File: src/rtl/fetch_pc_unit_if.sv
// Fetch-side bus of the PC generator: hazard controller inputs, the I-cache
// valid strobe, and the fetch address / redirect status driven back out.
interface fetch_pc_unit_if #(
  parameter int ADDR_WIDTH = 32
);
  logic                  stall;
  logic                  load_pc_we;
  logic [ADDR_WIDTH-1:0] load_pc_new_pc;
  logic                  ic_valid;
  logic [ADDR_WIDTH-1:0] fetch_pc;
  logic                  redirect_pending;

  // Hazard controller / I-cache side
  modport master (
    output stall,
    output load_pc_we,
    output load_pc_new_pc,
    output ic_valid,
    input  fetch_pc,
    input  redirect_pending
  );

  // PC generator side
  modport slave (
    input  stall,
    input  load_pc_we,
    input  load_pc_new_pc,
    input  ic_valid,
    output fetch_pc,
    output redirect_pending
  );
endinterface

File: src/rtl/fetch_pc_unit.sv
// Fetch-stage PC generator. Sequences the fetch PC (+4 / redirect / hold),
// parks a redirect that arrives during a stall so it is never lost, and keeps
// saturating fetch, redirect and stall-cycle counters.
module fetch_pc_unit #(
  parameter int                  ADDR_WIDTH = 32,
  parameter logic [ADDR_WIDTH-1:0] RESET_PC = '0,
  parameter int                  CNT_WIDTH  = 32
) (
  input  logic                 clk,
  input  logic                 rst,
  fetch_pc_unit_if.slave       bus,
  output logic [CNT_WIDTH-1:0] perf_fetched,
  output logic [CNT_WIDTH-1:0] perf_redirects,
  output logic [CNT_WIDTH-1:0] perf_stall_cycles
);

  typedef enum logic {RUN, PEND} state_e;

  state_e                state_q, state_d;
  logic [ADDR_WIDTH-1:0] pc_q, pc_d;
  logic [ADDR_WIDTH-1:0] pend_pc, pend_d;

  // Counters stick at all-ones instead of wrapping back to zero.
  function automatic logic [CNT_WIDTH-1:0] sat_inc(input logic [CNT_WIDTH-1:0] v);
    return (&v) ? v : v + CNT_WIDTH'(1);
  endfunction

  // Next-state / next-PC selection; a fresh redirect always beats a parked one.
  always_comb begin
    state_d = state_q;
    pc_d    = pc_q;
    pend_d  = pend_pc;
    if (bus.load_pc_we && !bus.stall) begin
      pc_d    = bus.load_pc_new_pc;
      state_d = RUN;
    end else if (bus.load_pc_we && bus.stall) begin
      pend_d  = bus.load_pc_new_pc;
      state_d = PEND;
    end else if (!bus.stall && state_q == PEND) begin
      // The parked target is on fetch_pc now and is consumed this cycle.
      pc_d    = pend_pc + ADDR_WIDTH'(4);
      state_d = RUN;
    end else if (!bus.stall) begin
      pc_d    = pc_q + ADDR_WIDTH'(4);
    end
  end

  // PC, parked target and FSM state registers.
  always_ff @(posedge clk) begin
    if (rst) begin
      state_q <= RUN;
      pc_q    <= RESET_PC;
      pend_pc <= '0;
    end else begin
      state_q <= state_d;
      pc_q    <= pc_d;
      pend_pc <= pend_d;
    end
  end

  // Saturating activity counters.
  always_ff @(posedge clk) begin
    if (rst) begin
      perf_fetched      <= '0;
      perf_redirects    <= '0;
      perf_stall_cycles <= '0;
    end else begin
      if (!bus.stall && bus.ic_valid) perf_fetched <= sat_inc(perf_fetched);
      if (bus.load_pc_we)             perf_redirects <= sat_inc(perf_redirects);
      if (bus.stall)                  perf_stall_cycles <= sat_inc(perf_stall_cycles);
    end
  end

  // Muxing from registers only, so the I-cache sees a parked target at once
  // without any path from the live inputs.
  assign bus.fetch_pc         = (state_q == PEND) ? pend_pc : pc_q;
  assign bus.redirect_pending = (state_q == PEND);

endmodule

File: src/flat_wrapper.sv
// flat-port wrapper written by rule: the top's interface ports become plain ports
module fetch_pc_unit_flat 
#(
  parameter int                  ADDR_WIDTH = 32,
  parameter logic [ADDR_WIDTH-1:0] RESET_PC = '0,
  parameter int                  CNT_WIDTH  = 32
)
  (clk, rst, perf_fetched, perf_redirects, perf_stall_cycles, bus_stall, bus_load_pc_we, bus_load_pc_new_pc, bus_ic_valid, bus_fetch_pc, bus_redirect_pending);
  fetch_pc_unit_if #(.ADDR_WIDTH(ADDR_WIDTH)) bus_i ();
  input  logic clk;
  input  logic rst;
  output logic [CNT_WIDTH-1:0] perf_fetched;
  output logic [CNT_WIDTH-1:0] perf_redirects;
  output logic [CNT_WIDTH-1:0] perf_stall_cycles;
  input wire logic [$bits(bus_i.stall)-1:0] bus_stall;
  input wire logic [$bits(bus_i.load_pc_we)-1:0] bus_load_pc_we;
  input wire logic [$bits(bus_i.load_pc_new_pc)-1:0] bus_load_pc_new_pc;
  input wire logic [$bits(bus_i.ic_valid)-1:0] bus_ic_valid;
  output wire logic [$bits(bus_i.fetch_pc)-1:0] bus_fetch_pc;
  output wire logic [$bits(bus_i.redirect_pending)-1:0] bus_redirect_pending;
  assign bus_i.stall = bus_stall;
  assign bus_i.load_pc_we = bus_load_pc_we;
  assign bus_i.load_pc_new_pc = bus_load_pc_new_pc;
  assign bus_i.ic_valid = bus_ic_valid;
  assign bus_fetch_pc = bus_i.fetch_pc;
  assign bus_redirect_pending = bus_i.redirect_pending;
  fetch_pc_unit #(.ADDR_WIDTH(ADDR_WIDTH), .RESET_PC(RESET_PC), .CNT_WIDTH(CNT_WIDTH)) u_core (.clk(clk), .rst(rst), .bus(bus_i), .perf_fetched(perf_fetched), .perf_redirects(perf_redirects), .perf_stall_cycles(perf_stall_cycles));
endmodule
File: config.mk
export PLATFORM = sky130hd
export DESIGN_NAME = fetch_pc_unit_flat
export DESIGN_NICKNAME = d
export VERILOG_FILES = /design/src/rtl/fetch_pc_unit_if.sv /design/src/rtl/fetch_pc_unit.sv /design/src/flat_wrapper.sv
export SDC_FILE = /design/constraint.sdc
export NUM_CORES = 1
export LEC_CHECK = 0
export ABC_AREA = 1
export BUFFER_PORTS_ARGS = -buffer_cell sky130_fd_sc_hd__clkbuf_2
export CELL_PAD_IN_SITES_DETAIL_PLACEMENT = 1
export CELL_PAD_IN_SITES_GLOBAL_PLACEMENT = 2
export CORE_MARGIN = 1.5
export CORE_UTILIZATION = 32
export CTS_BUF_LIST = sky130_fd_sc_hd__clkbuf_8 sky130_fd_sc_hd__clkbuf_16
export DETAILED_ROUTE_END_ITERATION = 8
export GPL_TIMING_DRIVEN = 1
export HOLD_SLACK_MARGIN = 0.1
export PLACE_DENSITY = 0.87
export SLEW_MARGIN = 20
export SYNTH_ARGS = -nofsm -noshare
export SYNTH_HDL_FRONTEND = slang
export SYNTH_SLANG_ARGS = --single-unit
export TNS_END_PERCENT = 20
File: constraint.sdc
create_clock -name clk -period 4.2 [get_ports clk]
set_input_delay 0.42 -clock clk [delete_from_list [all_inputs] [get_ports clk]]
set_output_delay 0.42 -clock clk [all_outputs]
set_load 0.01 [all_outputs]
==> results of run 1 <==
## layout make-up
class	instances	area, um^2	area share (%)
clock inverter	13	171	1.48
sequential	161	3220	27.9
antenna	2	5.00	0.0432
multi-input combinational	1254	5790	50.0
tap	396	495	4.28
clock buffer	18	439	3.79
inverter	148	556	4.80
timing repair buffer	174	893	7.72
## through the flow
| stage | util [%] | area (um^2) | total power (uW) | hold WS, ps | instances |
|---|---|---|---|---|---|
| floorplan | - | 9890 | 1850 | 426 | 1628 |
| global placement | 35.9 | 11000 | 1970 | 440 | 2133 |
| detailed placement | 35.9 | 11000 | 1980 | 458 | 2133 |
| CTS | 37.9 | 11600 | 3680 | 241 | 2164 |
| global route | 37.9 | 11600 | 3780 | 262 | 2164 |
| finish | 37.9 | 11600 | 3640 | 252 | 2166 |
## worst max-delay path: cells and delay by family, from the launching register on
family,cells,cell delay (ps)
AND/OR/NAND/NOR,11,1220
adder cells (fa/ha/maj),1,200
flip-flops,1,670
buffers and inverters,1,500
## registers in the layout, indices dropped and copies added, names as in the netlist
register,cells
u_core.perf_fetched,32
u_core.perf_stall_cycles,32
u_core.pc_q,32
u_core.pend_pc,32
u_core.perf_redirects,32
u_core.bus.redirect_pending,1
## cells in the final DEF, fill, tap and decap left out, types with 2 or more instances in the layout
master / netlist / routed
sky130_fd_sc_hd__diode_2: 0 / 2
sky130_fd_sc_hd__a31oi_1: 2 / 2
sky130_fd_sc_hd__inv_2: 6 / 7
sky130_fd_sc_hd__buf_4: 11 / 9
sky130_fd_sc_hd__o21bai_1: 3 / 3
sky130_fd_sc_hd__and3_1: 4 / 4
sky130_fd_sc_hd__xor2_1: 50 / 50
sky130_fd_sc_hd__nor2_4: 5 / 5
sky130_fd_sc_hd__nor3_1: 52 / 52
sky130_fd_sc_hd__o21ai_0: 99 / 99
sky130_fd_sc_hd__clkinv_2: 0 / 2
sky130_fd_sc_hd__ha_1: 4 / 4
sky130_fd_sc_hd__a21oi_1: 109 / 109
sky130_fd_sc_hd__xnor2_1: 17 / 17
sky130_fd_sc_hd__nand3_1: 85 / 85
sky130_fd_sc_hd__nand4_1: 23 / 23
sky130_fd_sc_hd__bufinv_16: 0 / 4
sky130_fd_sc_hd__nor2_1: 202 / 202
sky130_fd_sc_hd__nand2_2: 11 / 11
sky130_fd_sc_hd__o22ai_1: 4 / 4
sky130_fd_sc_hd__nor2_2: 9 / 9
sky130_fd_sc_hd__inv_1: 142 / 144
sky130_fd_sc_hd__clkinvlp_4: 0 / 4
sky130_fd_sc_hd__dfxtp_1: 161 / 160
sky130_fd_sc_hd__clkbuf_2: 0 / 164
sky130_fd_sc_hd__nand3b_1: 5 / 5
sky130_fd_sc_hd__nand2_1: 552 / 552
sky130_fd_sc_hd__nor3b_1: 6 / 6
sky130_fd_sc_hd__clkbuf_16: 0 / 17
sky130_fd_sc_hd__o21ai_1: 3 / 3
sky130_fd_sc_hd__o211ai_1: 3 / 3
## final timing paths
check	depth (start not counted)	end	from
setup / recovery	13	u_core.pc_q[26]	u_core.bus.redirect_pending
hold / removal	3	u_core.pend_pc[4]	bus_load_pc_new_pc[4]
setup reg to reg	13	u_core.pc_q[26]	u_core.bus.redirect_pending
hold reg to reg	2	u_core.pend_pc[24]	u_core.pend_pc[24]
## logic make-up after synthesis
logic type / count (synthesis)
AND/OR/NAND/NOR: 959
adder cells (fa/ha/maj): 4
buffers and inverters: 213
XOR/XNOR: 67
flip-flops: 161
AO/OA/AOI/OAI: 223
multiplexers: 1
## power by group through the flow
stage	sequential (uW)	combinational [uW]	clock, uW
final	1600	338	1690
after global routing	1610	383	1790
after CTS	1600	343	1730
after detailed placement	1640	341	0
after global placement	1640	333	0
after floorplan	1630	223	0
## per-layer routing
metal | routed length, um | part of all wire [%]
met1 | 17200 | 49
met2 | 16200 | 46
met3 | 1370 | 3.9
met4 | 539 | 1.5
met5 | 11 | 0.031
==> impl_summary.txt, run 1 <==
----------------------------------------------------
[Detailed routing]
  DRT antenna net count ... 0
  Post-detailed-route via-to-cell ratio ... 5.00
  Final WL ... 35300 um
  Final routed DRC violation total ... 0
  WL per Instance ... about 16 um
  Count of TritonRoute iterations in the first routing pass ... 5
  Detailed Route Iter0 Violations ... 599
  Vias ... 10834

[Cells and area]
  Fraction of layout instances using a drive strength above 1 ... 13.5%
  Layout filler cell count ... 4146
  Layout-stage area growth over the synthesis result ... 17.0%
  Count of nets after finishing ... 1797

[Timing]
  Final-report hold violation count ... 0
  Setup Skew ... 6.92 ps
  Final max-slew violation count ... 0
  Rel. slew slack ... 31.9%
  RSZ-0062 raised after global routing ... no
  Period utilisation layout ... between 60 and 70%
  Pin slew with the least headroom to its limit ... about 1000 ps
  Peak clock frequency supported by timing ... 371 MHz
  Time the final worst path needs with I/O delays and setup ... 2690 ps
  Setup slack of the critical path after layout ... between 1500 and 2000 ps
  Final total negative setup slack ... 0 ps
  Total of endpoints with negative setup slack in the final report ... 0

[GRT]
  Initial antenna violation count ... 3
  Number of global-route vias before repair ... 10724
  Met1 usage ... 30.5%
  Global routing usage summed across all routing layers ... 22.6%
  Wire length of the first global-routing pass ... 57200 um
  Gr ovfl total ... 0
  Met2 Track Usage GR ... between 30% and 40%
  Maximum number of pins on one net before global-route repair ... 75
  Global route hottest layer ... met2
  Met3 demand-to-capacity share in global routing ... 3.86%

[Power]
  Proportion of power drawn by combinational gates ... 9.3%
  P per Cell Area ... roughly 310 nW/um^2
  IR Drop Worst-Case VDD ... between 0.2 and 0.3 mV
  Clock Power Share ... 46.6%
  Sw Pwr ... 970 uW
  Leakage power figure ... 0.00461 uW
  Sequential Power Share ... 44.1%
  Switching Share ... 26.7%
  Internal power consumption ... 2670 uW

[Yosys]
  Share of the synthesized area in compound gates (AO/OA/AOI/OAI) ... 11.5%
  Count of yosys warnings during synthesis ... 0
  Count leader, synth ... sky130_fd_sc_hd__nand2_1
  Share of synthesized registers carrying an async set or reset ... 0%
  Arithmetic-cell share of the synthesized area counting full adders, half adders and majority gates ... 0.506%
  Leading post-synthesis cells by instance count ... 552 x sky130_fd_sc_hd__nand2_1, 202 x sky130_fd_sc_hd__nor2_1, 161 x sky130_fd_sc_hd__dfxtp_1
  Mean area per synthesized cell ... 6.08 um^2
  Gate count after technology mapping ... 1628
  Synth Area in Simple Gates ... 40.5%
  Net count after synthesis ... 1669
  Mux share of post-synthesis cell area ... 0.101%
  Unique cell type count in the Yosys netlist ... 35
  Primary flip-flop cell chosen by synthesis mapping ... sky130_fd_sc_hd__dfxtp_1
  Synth Area in XOR/XNOR ... 5.93%
  Combinational family with the most area after synthesis ... simple AND/OR/NAND/NOR gates
  Number of flops mapped to enable cells by yosys ... 0
  Sequential fraction of the synthesis area ... around 33%
  Post-synthesis instance area ... 9890 um^2
  Flip-flop and latch count after synthesis ... 161
  Post-synth top area share ... 32.6%
  Biggest area consumer among synthesized cells ... sky130_fd_sc_hd__dfxtp_1
  Leading post-synthesis cells by cell area ... sky130_fd_sc_hd__dfxtp_1 33%, sky130_fd_sc_hd__nand2_1 21%, sky130_fd_sc_hd__nor2_1 7.7%

[Setup path]
  Worst Setup End Kind ... register
  Crit path top cell by count ... sky130_fd_sc_hd__nand2_1
  Required time of the critical path ... 4530 ps
  Setup slack of the most critical reg-to-reg path ... about 1500 ps
  Cell Chain, Critical Path ... buf_4 > nand3_1 > nand2_2 > ha_1 > nand2_1 > nor2_4 > nand2_2 > nor2_4 > nand2_1 > nand2_1 > nand3_1 > nand2_1 > nand2_1
  Endpoint arrival time on the critical path ... approximately 3000 ps
  Critical path peak fanout ... 47
  Crit start category ... register
  Worst setup path category ... reg -> reg
  Max incr delay on CP ... 670 ps
  Critical Path Slowest Stage Cell ... sky130_fd_sc_hd__dfxtp_2

[Clock tree]
  Clock tree buffer depth ... 2
  Clock tree from TritonCTS ... yes
  Post-CTS Repair Setup Buffers ... 0
  Number of levels in the clock H-tree ... 4
  Clock buffer count from CTS ... 17
  Clk Tree Root Cell ... sky130_fd_sc_hd__clkbuf_16
  Number of clock sinks ... 161
  Number of instances resized during post-cts repair ... 0
  Post-CTS clock slew at the launch and capture registers of the worst setup and hold paths ... around 70 ps
  Number of buffers inserted by hold repair at cts ... 0
  Clock latency reported for the late side of the worst-skew pair ... 440 ps

[Worst hold path]
  Kind of path behind the tightest hold check ... in -> reg

[Placed design]
  Last weighted congestion value of the routability-driven placer ... 0.873
  Placement-stage worst setup slack ... 1100 ps
  Total of buffers placed on input and output ports ... approximately 170
  Sum of net half-perimeters after detailed placement ... 26000 um

[Die]
  Chip height ... 179 um
  Number of placement rows ... 64
  Area of the core ... just over 30000 um^2
  Area of the die ... around 32000 um^2
  Initial core utilization ... 32.4%
  Die width ... 179 um
  Top-level port count ... 166

[Job]
  Max-cap violations ... 0

[Status]
  Status ... complete, no violations

----------------------------------------------------
No activity file was read; power rests on OpenSTA's default activity.
==> inputs of run 2 (changes only) <==
--- a/config.mk
+++ b/config.mk
@@ -10,12 +10,12 @@
 export CELL_PAD_IN_SITES_DETAIL_PLACEMENT = 1
 export CELL_PAD_IN_SITES_GLOBAL_PLACEMENT = 2
 export CORE_MARGIN = 1.5
-export CORE_UTILIZATION = 32
+export CORE_UTILIZATION = 30
 export CTS_BUF_LIST = sky130_fd_sc_hd__clkbuf_8 sky130_fd_sc_hd__clkbuf_16
 export DETAILED_ROUTE_END_ITERATION = 8
 export GPL_TIMING_DRIVEN = 1
 export HOLD_SLACK_MARGIN = 0.1
-export PLACE_DENSITY = 0.87
+export PLACE_DENSITY = 0.82
 export SLEW_MARGIN = 20
 export SYNTH_ARGS = -nofsm -noshare
 export SYNTH_HDL_FRONTEND = slang
==> constraint.sdc (replaced) <==
create_clock -name clk -period 2.8 [get_ports clk]
set_input_delay 0.28 -clock clk [delete_from_list [all_inputs] [get_ports clk]]
set_output_delay 0.28 -clock clk [all_outputs]
set_load 0.01 [all_outputs]
==> run 2 against run 1 <==
Effect of this change: global-route usage is 0.66 points lower; utilization decreased by 1.8 points; total power grew 46%; via count increased by 0.16%; cell area increased by 1.5%; clock-buffer cell count up 1; final cell count up 3.0%; hold slack lost 130 ps; sequential share of layout area down 0.42 points; fmax is 11% higher; flip-flop and latch count unchanged; worst setup slack lost 1100 ps; highest routed layer unchanged.
==> impl_summary.txt, run 2 (synthesis gave the netlist of run 1 again) <==
----------------------------------------------------
[Clock tree]
  Number of clock sinks ... 161
  Clock buffer count from CTS ... 17
  Clock tree buffer depth ... 2
  Clock tree from TritonCTS ... yes
  Number of levels in the clock H-tree ... 4
  Post-CTS clock slew at the launch and capture registers of the worst setup and hold paths ... 70 ps
  Clock latency reported for the late side of the worst-skew pair ... 450 ps
  Clk Tree Root Cell ... sky130_fd_sc_hd__clkbuf_16
  Post-CTS Repair Setup Buffers ... 0
  Number of instances resized during post-cts repair ... 0

[Cells and area]
  Commonest cells after routing, fill and taps aside ... 552 x sky130_fd_sc_hd__nand2_1, 202 x sky130_fd_sc_hd__nor2_1, 164 x sky130_fd_sc_hd__clkbuf_2
  Layout-stage area growth over the synthesis result ... 18.8%
  Final Util ... a little over a third
  Leading cell type in the layout, fill and taps excluded ... sky130_fd_sc_hd__nand2_1
  Layout filler cell count ... roughly 4400
  Count of nets after finishing ... 1814
  Fraction of layout instances using a drive strength above 1 ... ~14%

[Setup path]
  Crit path top cell by count ... sky130_fd_sc_hd__nand2_1
  Top cell family by delay on the critical path ... simple AND/OR/NAND/NOR gates
  Cell Chain, Critical Path ... ha_1 > nand2_1 > nor2_1 > nand2_1 > nor2_1 > nand2_1 > nand2_1 > inv_1 > nand2_1 > xor2_1 > nor2_1
  Critical Path Slowest Stage Cell ... sky130_fd_sc_hd__dfxtp_1
  Total number of cells along the worst setup path ... 11
  Worst Setup End Kind ... register
  End point of the critical path ... u_core.perf_fetched[18]
  Critical register-to-register path startpoint ... u_core.perf_fetched[1]
  Setup slack of the most critical reg-to-reg path ... about 380 ps
  Crit start category ... register
  Worst setup path category ... reg -> reg
  Count of buffering cells on the critical path with inverters included ... 1
  Max incr delay on CP ... just over 400 ps
  First element of the critical path ... u_core.perf_fetched[1]
  Required time of the critical path ... 3110 ps
  Endpoint arrival time on the critical path ... 2730 ps
  Cell depth of the worst flop-to-flop path ... 11
  Capture instance of the worst register-to-register path ... u_core.perf_fetched[18]
  Critical path peak fanout ... 32

[Die]
  Die width ... 185 um
  Initial core utilization ... a little under a third
  Number of placement rows ... 66
  Top-level port count ... 166
  Chip height ... ~180 um
  Area of the core ... 32500 um^2
  Area of the die ... approximately 34000 um^2

[Power]
  Leakage power figure ... 0.00468 uW
  IR Drop Worst-Case VDD ... ~0.45 mV
  P per Cell Area ... between 400 and 500 nW/um^2

[Timing]
  Final total negative setup slack ... 0 ps
  Setup slack of the critical path after layout ... 382 ps
  Rel. slew slack ... 36.4%
  Worst Hold Slack ... 124 ps
  Time the final worst path needs with I/O delays and setup ... 2420 ps
  Peak clock frequency supported by timing ... 414 MHz
  Final max-slew violation count ... 0
  Final-report hold violation count ... 0
  Period utilisation layout ... 86.3%
  Pin slew with the least headroom to its limit ... 953 ps
  Total of endpoints with negative setup slack in the final report ... 0
  Setup Skew ... 11.4 ps
  RSZ-0062 raised after global routing ... no

[Detailed routing]
  Vias ... 10851
  Post-detailed-route via-to-cell ratio ... 4.87
  WL per Instance ... 16.2 um
  Detailed Route Iter0 Violations ... 432
  Final routed DRC violation total ... 0
  Count of TritonRoute iterations in the first routing pass ... 5
  Final WL ... 36100 um
  DRT antenna net count ... 0

[Worst hold path]
  Worst hold path startpoint ... bus_load_pc_new_pc[26]
  Kind of path behind the tightest hold check ... in -> reg

[GRT]
  Gr ovfl total ... 0
  Number of global-route vias before repair ... ~11000
  Global routing usage summed across all routing layers ... between 20% and 30%
  Initial antenna violation count ... 3
  Maximum number of pins on one net before global-route repair ... between 50 and 60
  Wire length of the first global-routing pass ... between 50000 and 60000 um

[Status]
  Status ... complete, no violations

[Placed design]
  Placement-stage worst setup slack ... 390 ps
  Sum of net half-perimeters after detailed placement ... 27500 um
  Last weighted congestion value of the routability-driven placer ... 0.887
  Total of buffers placed on input and output ports ... ~170

[Job]
  Max-cap violations ... 0

----------------------------------------------------
## run 2: power by group
| part | switching, uW | internal (uW) | total [uW] |
|---|---|---|---|
| clock network | 1030 | 1340 | 2370 |
| registers | 50.2 | 2350 | 2400 |
| logic | 370 | 163 | 533 |
| total | 1450 | 3860 | 5310 |
## run 2: what timing repair did
action / CTS / global route
setup endpoints to repair: 0 / 0
hold buffers: 7 / 0
endpoints found under the hold margin: 8 / 0
## run 2: metrics by stage
stage / total power (uW) / instances / cell area, um^2
final: 5310 / 2230 / 11800
after global routing: 5530 / 2229 / 11800
after CTS: 5400 / 2228 / 11700
after detailed placement: 2990 / 2189 / 11100
after global placement: 2980 / 2189 / 11100
after floorplan: 2780 / 1628 / 9890
## run 2: area by class of cell
class	count	area, um^2	share of cell area (%)
antenna	2	5.00	0.0426
clock buffer	19	453	3.85
clock inverter	13	121	1.03
inverter	148	556	4.73
multi-input combinational	1254	5790	49.3
sequential	161	3220	27.4
tap	442	553	4.71
timing repair buffer	191	1050	8.94
## run 2: tightest hold or removal path, delay by kind of cell
kind	cells	cell delay [ps]
compound gates	1	130
simple gates	1	50
buf+inv	1	80
## run 2: how the worst min path moves through the flow
| stage | to | slack (ps) | cells after the start |
|---|---|---|---|
| final | u_core.pend_pc[26] | 120 | 3 |
| after global routing | u_core.pend_pc[25] | 120 | 3 |
| after CTS | u_core.pend_pc[26] | 100 | 3 |
| after detailed placement | u_core.pc_q[31] | 440 | 2 |
| after global placement | u_core.pc_q[31] | 440 | 2 |
| after floorplan | u_core.pc_q[31] | 430 | 2 |
## run 2: metal layers
layer / GRT usage, % / up-vias / share of wire, %
met5: 0 / - / 0.047
met3: 3.71 / 40 / 3.4
met2: 35.8 / 154 / 46
li1: - / 5465 / -
met4: 6.39 / 2 / 1.7
met1: 29.4 / 5190 / 49
